==> config.mk <==
export PLATFORM = sky130hd
export DESIGN_NAME = fifo_wr_arb
export DESIGN_NICKNAME = d
export VERILOG_FILES = /design/src/rtl/fifo_wr_arb_pkg.sv /design/src/rtl/fifo_wr_arb_rr_pick.sv /design/src/rtl/fifo_wr_arb.sv
export SDC_FILE = /design/constraint.sdc
export NUM_CORES = 1
export LEC_CHECK = 0
export ABC_AREA = 1
export CAP_MARGIN = 40
export CORE_ASPECT_RATIO = 0.75
export CORE_MARGIN = 3
export CORE_UTILIZATION = 47
export DETAILED_ROUTE_END_ITERATION = 8
export GPL_TIMING_DRIVEN = 1
export PLACE_DENSITY_LB_ADDON = 0.2
export SLEW_MARGIN = 20
export SYNTH_ARGS = -nofsm -noshare
export SYNTH_HDL_FRONTEND = slang
export SYNTH_SLANG_ARGS = --single-unit
export TNS_END_PERCENT = 10
==> constraint.sdc <==
create_clock -name clk -period 3.35 [get_ports clk]
set_clock_uncertainty 0.05 [all_clocks]
set_input_delay 1.005 -clock clk [delete_from_list [all_inputs] [get_ports clk]]
set_output_delay 1.005 -clock clk [all_outputs]
set_load 0.02 [all_outputs]
==> src/rtl/fifo_wr_arb_pkg.sv <==
// ------------------------------------------------------------------
// fifo_wr_arb_pkg : shared types and constants for fifo_wr_arb
// Rev 1.0
// ------------------------------------------------------------------
`default_nettype none

package fifo_wr_arb_pkg;

   typedef enum logic [1:0] {
      ST_IDLE  = 2'd0,
      ST_BURST = 2'd1,
      ST_STALL = 2'd2
   } state_t;

   localparam int STAT_W = 16;

endpackage

`default_nettype wire

==> src/rtl/fifo_wr_arb_rr_pick.sv <==
// ------------------------------------------------------------------
// rr_pick : first set request at or after a pointer, combinational
// Rev 1.0
// ------------------------------------------------------------------
`default_nettype none

module rr_pick
   import fifo_wr_arb_pkg::*;
#(
   parameter int NUM_REQ = 4
) (
   input  logic [NUM_REQ-1:0]         req_i,
   input  logic [$clog2(NUM_REQ)-1:0] ptr_i,
   output logic [$clog2(NUM_REQ)-1:0] idx_o,
   output logic                       found_o
);

   localparam int IW = $clog2(NUM_REQ);

   logic [NUM_REQ-1:0] w_rot;
   logic [IW:0]        w_ofs;
   logic [IW:0]        w_sum;

   // Rotate so the pointer position lands on bit 0, then take the lowest set bit.
   always_comb begin
      w_rot = NUM_REQ'({req_i, req_i} >> ptr_i);
      w_ofs = '0;
      for (int k = NUM_REQ - 1; k >= 0; k--) begin
         if (w_rot[k]) begin
            w_ofs = (IW+1)'(k);
         end
      end
      w_sum = {1'b0, ptr_i} + w_ofs;
      if (w_sum >= (IW+1)'(NUM_REQ)) begin
         w_sum = w_sum - (IW+1)'(NUM_REQ);
      end
      idx_o   = w_sum[IW-1:0];
      found_o = |req_i;
   end

endmodule

`default_nettype wire

==> src/rtl/fifo_wr_arb.sv <==
// ------------------------------------------------------------------
// fifo_wr_arb : round-robin burst arbiter driving a FIFO write port
// Optional counters via FIFO_WR_ARB_STATS_EN.  Rev 1.0
// ------------------------------------------------------------------
`default_nettype none

module fifo_wr_arb
   import fifo_wr_arb_pkg::*;
#(
   parameter int DATA_WIDTH = 8,
   parameter int NUM_REQ    = 4,
   parameter int MAX_BURST  = 4
) (
   input  logic                                clk,
   input  logic                                rst,
   input  logic [NUM_REQ-1:0]                  req,
   input  logic [NUM_REQ-1:0][DATA_WIDTH-1:0]  req_data,
   input  logic                                fifo_full,
   input  logic                                fifo_almost_full,
   output logic [NUM_REQ-1:0]                  gnt,
   output logic                                wr_en,
   output logic [DATA_WIDTH-1:0]               din,
   output logic [$clog2(NUM_REQ)-1:0]          owner
`ifdef FIFO_WR_ARB_STATS_EN
   ,
   output logic [STAT_W-1:0]                   wr_cnt,
   output logic [STAT_W-1:0]                   stall_cnt
`endif
);

   localparam int OW = $clog2(NUM_REQ);
   localparam int CW = $clog2(MAX_BURST + 1);

   state_t               state_q, state_d;
   logic [OW-1:0]        owner_q, owner_d;
   logic [OW-1:0]        ptr_q, ptr_d;
   logic [CW-1:0]        cnt_q, cnt_d;
   logic                 wr_en_q;
   logic [DATA_WIDTH-1:0] din_q;

   logic [OW-1:0]        w_pick_idx;
   logic                 w_pick_found;
   logic                 w_full;
   logic                 w_take;
   logic                 w_accept;
   logic                 w_end;

   rr_pick #(.NUM_REQ(NUM_REQ)) u_rr_pick (
      .req_i   (req),
      .ptr_i   (ptr_q),
      .idx_o   (w_pick_idx),
      .found_o (w_pick_found)
   );

   assign w_full = fifo_full | fifo_almost_full;

   always_comb begin
      state_d = state_q;
      owner_d = owner_q;
      ptr_d   = ptr_q;
      cnt_d   = cnt_q;
      w_take  = 1'b0;
      w_end   = 1'b0;
      case (state_q)
         ST_IDLE: begin
            if (w_pick_found) begin
               state_d = ST_BURST;
               owner_d = w_pick_idx;
               cnt_d   = '0;
            end
         end
         ST_BURST: begin
            if (!req[owner_q]) begin
               w_end = 1'b1;
            end else if (w_full) begin
               state_d = ST_STALL;
            end else begin
               w_take = 1'b1;
               cnt_d  = cnt_q + CW'(1);
               if (cnt_q + CW'(1) == CW'(MAX_BURST)) begin
                  w_end = 1'b1;
               end
            end
         end
         ST_STALL: begin
            if (!req[owner_q]) begin
               w_end = 1'b1;
            end else if (!w_full) begin
               state_d = ST_BURST;
            end
         end
         default: state_d = ST_IDLE;
      endcase
      if (w_end) begin
         state_d = ST_IDLE;
         cnt_d   = '0;
         ptr_d   = (owner_q == OW'(NUM_REQ - 1)) ? '0 : owner_q + OW'(1);
      end
   end

   // No grant while reset is high: the word would be consumed and then discarded.
   assign w_accept = w_take & ~rst;

   always_comb begin
      gnt = '0;
      if (w_accept) begin
         gnt[owner_q] = 1'b1;
      end
   end

   always_ff @(posedge clk) begin
      if (rst) begin
         state_q <= ST_IDLE;
         owner_q <= '0;
         ptr_q   <= '0;
         cnt_q   <= '0;
         wr_en_q <= 1'b0;
         din_q   <= '0;
      end else begin
         state_q <= state_d;
         owner_q <= owner_d;
         ptr_q   <= ptr_d;
         cnt_q   <= cnt_d;
         wr_en_q <= w_accept;
         if (w_accept) begin
            din_q <= req_data[owner_q];
         end
      end
   end

   assign wr_en = wr_en_q;
   assign din   = din_q;
   assign owner = owner_q;

`ifdef FIFO_WR_ARB_STATS_EN
   logic [STAT_W-1:0] wr_cnt_q;
   logic [STAT_W-1:0] stall_cnt_q;

   always_ff @(posedge clk) begin
      if (rst) begin
         wr_cnt_q    <= '0;
         stall_cnt_q <= '0;
      end else begin
         if (wr_en_q && (wr_cnt_q != '1)) begin
            wr_cnt_q <= wr_cnt_q + STAT_W'(1);
         end
         if ((state_q == ST_STALL) && (stall_cnt_q != '1)) begin
            stall_cnt_q <= stall_cnt_q + STAT_W'(1);
         end
      end
   end

   assign wr_cnt    = wr_cnt_q;
   assign stall_cnt = stall_cnt_q;
`endif

endmodule

`default_nettype wire

==> out/results.tsv <==
stage	metric	value	unit
synth	largest cells by area after synthesis	dfxtp_1, nand2_1, ha_1	
synth	xor and xnor area share after synthesis	0.006195	
synth	EDFF count, synth	0	
floorplan	top-level port count	55	
clocking	hold bufs inserted after CTS	0	
synth	register bit total from synthesis	18	
synth	post-synth top area cell	dfxtp_1	
drt	antenna-violating nets left	0	
drt	DR vias	1650	
hold_path	Hold Path Origin	din[5]$_SDFFE_PP0P_	
synth	area share of the largest cell type after synthesis	0.2549	
floorplan	initial core utilization	0.5155	
worst_setup_path	CP Max Fanout	5	
finish	area of the multi-input gates	924.6	um2
placement	placed cells	315	
synth	ys async rst share	0	
clocking	Clock Root Buffer	clkbuf_8	
worst_setup_path	CP Data Required Time	2.29	ns
outcome	status	finished clean	
job	reported max-cap violation count	0	
global_routing	first-pass GRT wire length	6789	um
finish	Post-Route Utilization	0.7728	
clocking	Num CTS Buffers	3	
drt	drt drc	0	
synth	Distinct cells, synth	26	
sta	fin. max-slew vios	0	
worst_setup_path	CP startpoint kind	input pin	
synth	Post-Synth Simple-Gate Area	0.3673	
synth	compound-gate portion of the synthesized area	0.1761	
placement	IO Port Bufs	54	
finish	fin area	2120	um2
hold_path	HP Class	register to register	
floorplan	Die Wd	69.33	um
worst_setup_path	Crit Reg-Reg Startpoint	state_q[1]$_SDFFE_PP0P_	
synth	sequential share of the synthesized area	0.2549	
worst_setup_path	FF-to-FF setup slack	1.55	ns
synth	Mean Syn Cell Area	6.486	um2
hold_path	Hold Path Cell Cnt	2	
sta	RSZ-0062 raised after global routing	yes	
power	VDD IR max	0.0005417	V
sta	crit path time final	3.319	ns
placement	placed cell area	2061	um2
global_routing	global router's overall resource usage	0.2329	
worst_setup_path	Setup CP Type	input pin to output pin	
finish	Cell Count, Final, Fillers Out	319	
worst_setup_path	CP arrival	2.26	ns
clocking	clock net sink count	18	
sta	Final Hold Vio Count	0	
finish	share of cells above drive strength 1	0.1378	
sta	Max Fclk	0.3013	GHz
global_routing	largest net degree at the start of global routing	21	
clocking	CTS Buffer Depth	2	
clocking	Worst-Skew Late Latency	0.26	ns
drt	Vias/cell	5.172	
floorplan	die height	53.50	um
synth	Mapped Nets	269	
global_routing	initial antenna violation count	0	
finish	fill count	223	
clocking	CTS tree	built	
power	Design Power	1.356	mW
worst_setup_path	R2R Path End	cnt_q[1]$_SDFFE_PP0P_	
global_routing	vias in the first global route	1449	
power	leakage	0.9866	nW
floorplan	Core Rows	16	
placement	GP Congestion	0.8608	
finish	synth-to-layout area growth	49.91	%
finish	fin nets	335	
finish	Ant. Diodes	0	
sta	worst slew pin tran	0.4843	ns
synth	YS warnings	0	
worst_setup_path	Worst Reg-to-Reg Cells	9	
synth	combinational family with the most area after synthesis	simple AND/OR/NAND/NOR gates	
drt	WL per Instance	13.26	um
drt	initial drt markers	103	
clocking	H-tree depth	1	
synth	mux cell area share after synthesis	0	
finish	commonest cells after routing, fill and taps aside	nand2_1, clkdlybuf4s50_1, nor2_1, o21ai_0, inv_1	
worst_setup_path	Crit. End Element	output pin	
synth	Post-Syn Area	1414	um2
synth	Adder-Cell Fraction of Synth Area	0.09735	
placement	post-DP HPWL	3316	um
floorplan	core box area	2743	um2
global_routing	gr ovfl total	0	
sta	Slew Limit Headroom	0.6737	
power	Cell Pwr Density	639.6	nW/um2
floorplan	DIE AREA	3709	um2
hold_path	Hold Path Sink	din[5]$_SDFFE_PP0P_	
drt	wirelength, routed	4231	um
sta	Final period util	0.9908	
clocking	Worst-path clk slew	0.07	ns
finish	commonest non-fill, non-tap cell in the layout	nand2_1	
synth	cells after synthesis	218	
sta	final setup fails	0	
drt	TritonRoute pass-1 iters	4	
finish	register area	360.3	um2
synth	ys flop type	dfxtp_1	
## repair_timing
| action | in CTS | in global routing |
|---|---|---|
| pin swaps | 0 | 1 |
| buffers inserted | 0 | 0 |
| gates resized for setup | 21 | 6 |
| setup endpoints to repair | 4 | 4 |
## worst max path at each step
stage | startpoint | endpoint
2_1_floorplan | fifo_almost_full | gnt[0]
3_3_place_gp | req[3] | gnt[0]
3_5_place_dp | req[3] | gnt[3]
4_1_cts | fifo_almost_full | gnt[3]
5_1_grt | fifo_almost_full | gnt[3]
6_report | req[1] | gnt[0]
## layout make-up
cell class | count | area share
multi-input cells | 169 | 0.4362
repair buffers | 68 | 0.3017
flip-flops and latches | 18 | 0.1700
inverters | 24 | 0.04486
clock buffers | 4 | 0.02597
well taps | 36 | 0.02125
## registers in the layout, summed over array words and instances, names as in the netlist
register,count
din,8
cnt_q,3
owner,2
ptr_q,2
state_q,2
wr_en,1
## cell families (layout without fill, tap and decap cells)
kind of cell	count (synthesis)	after routing
AO/OA/AOI/OAI	43	43
XOR/XNOR	1	1
adder cells (fa/ha/maj)	11	11
buffers and inverters	31	96
flip-flops	18	18
AND/OR/NAND/NOR	114	114
## synth_stat cells, types with 2 or more instances
master / number
nand2_1: 49
nor2_1: 36
o21ai_0: 22
inv_1: 21
dfxtp_1: 18
nand3_1: 17
ha_1: 11
a21oi_1: 9
o22ai_1: 7
buf_2: 5
nand2_2: 4
inv_4: 2
nand3_2: 2
nand4_1: 2
nor2_8: 2
## worst max-delay path, stage by stage
cell and delay (ns):
clkdlybuf4s50_1 0.48, nand2_1 0.07, nand3_2 0.09, nand2_4 0.08, nor2_8 0.10, inv_4 0.05, nor2_8 0.09, inv_4 0.06
nor2_1 0.09, buf_4 0.15
## power by group
| part | switching [mW] | internal (mW) | total [mW] |
|---|---|---|---|
| logic | 0.520 | 0.347 | 0.867 |
| registers | 0.0418 | 0.265 | 0.306 |
| clock network | 0.0772 | 0.105 | 0.182 |
| total | 0.639 | 0.717 | 1.36 |
## stage by stage
| stage | worst slack (ns) | hold slack (ns) | TNS [ns] |
|---|---|---|---|
| CTS | 0.01328 | 0.4200 | 0 |
| finish | 0.03076 | 0.4153 | 0 |
| global placement | -0.4453 | 0.3988 | -1.772 |
| detailed placement | -0.4600 | 0.4099 | -1.819 |
| floorplan | 0.3096 | 0.4425 | 0 |
| global route | -0.02199 | 0.4343 | -0.06509 |
## per-layer routing
layer | GRT usage | part of all wire | up-vias
met1 | 0.3078 | 0.48 | 734
met3 | 0.05693 | 0.082 | 6
met5 | 0 | 0 | -
met4 | 0.07468 | 0.0080 | 0
li1 | - | - | 838
met2 | 0.3782 | 0.43 | 72
(Power assumes the default switching activity.)
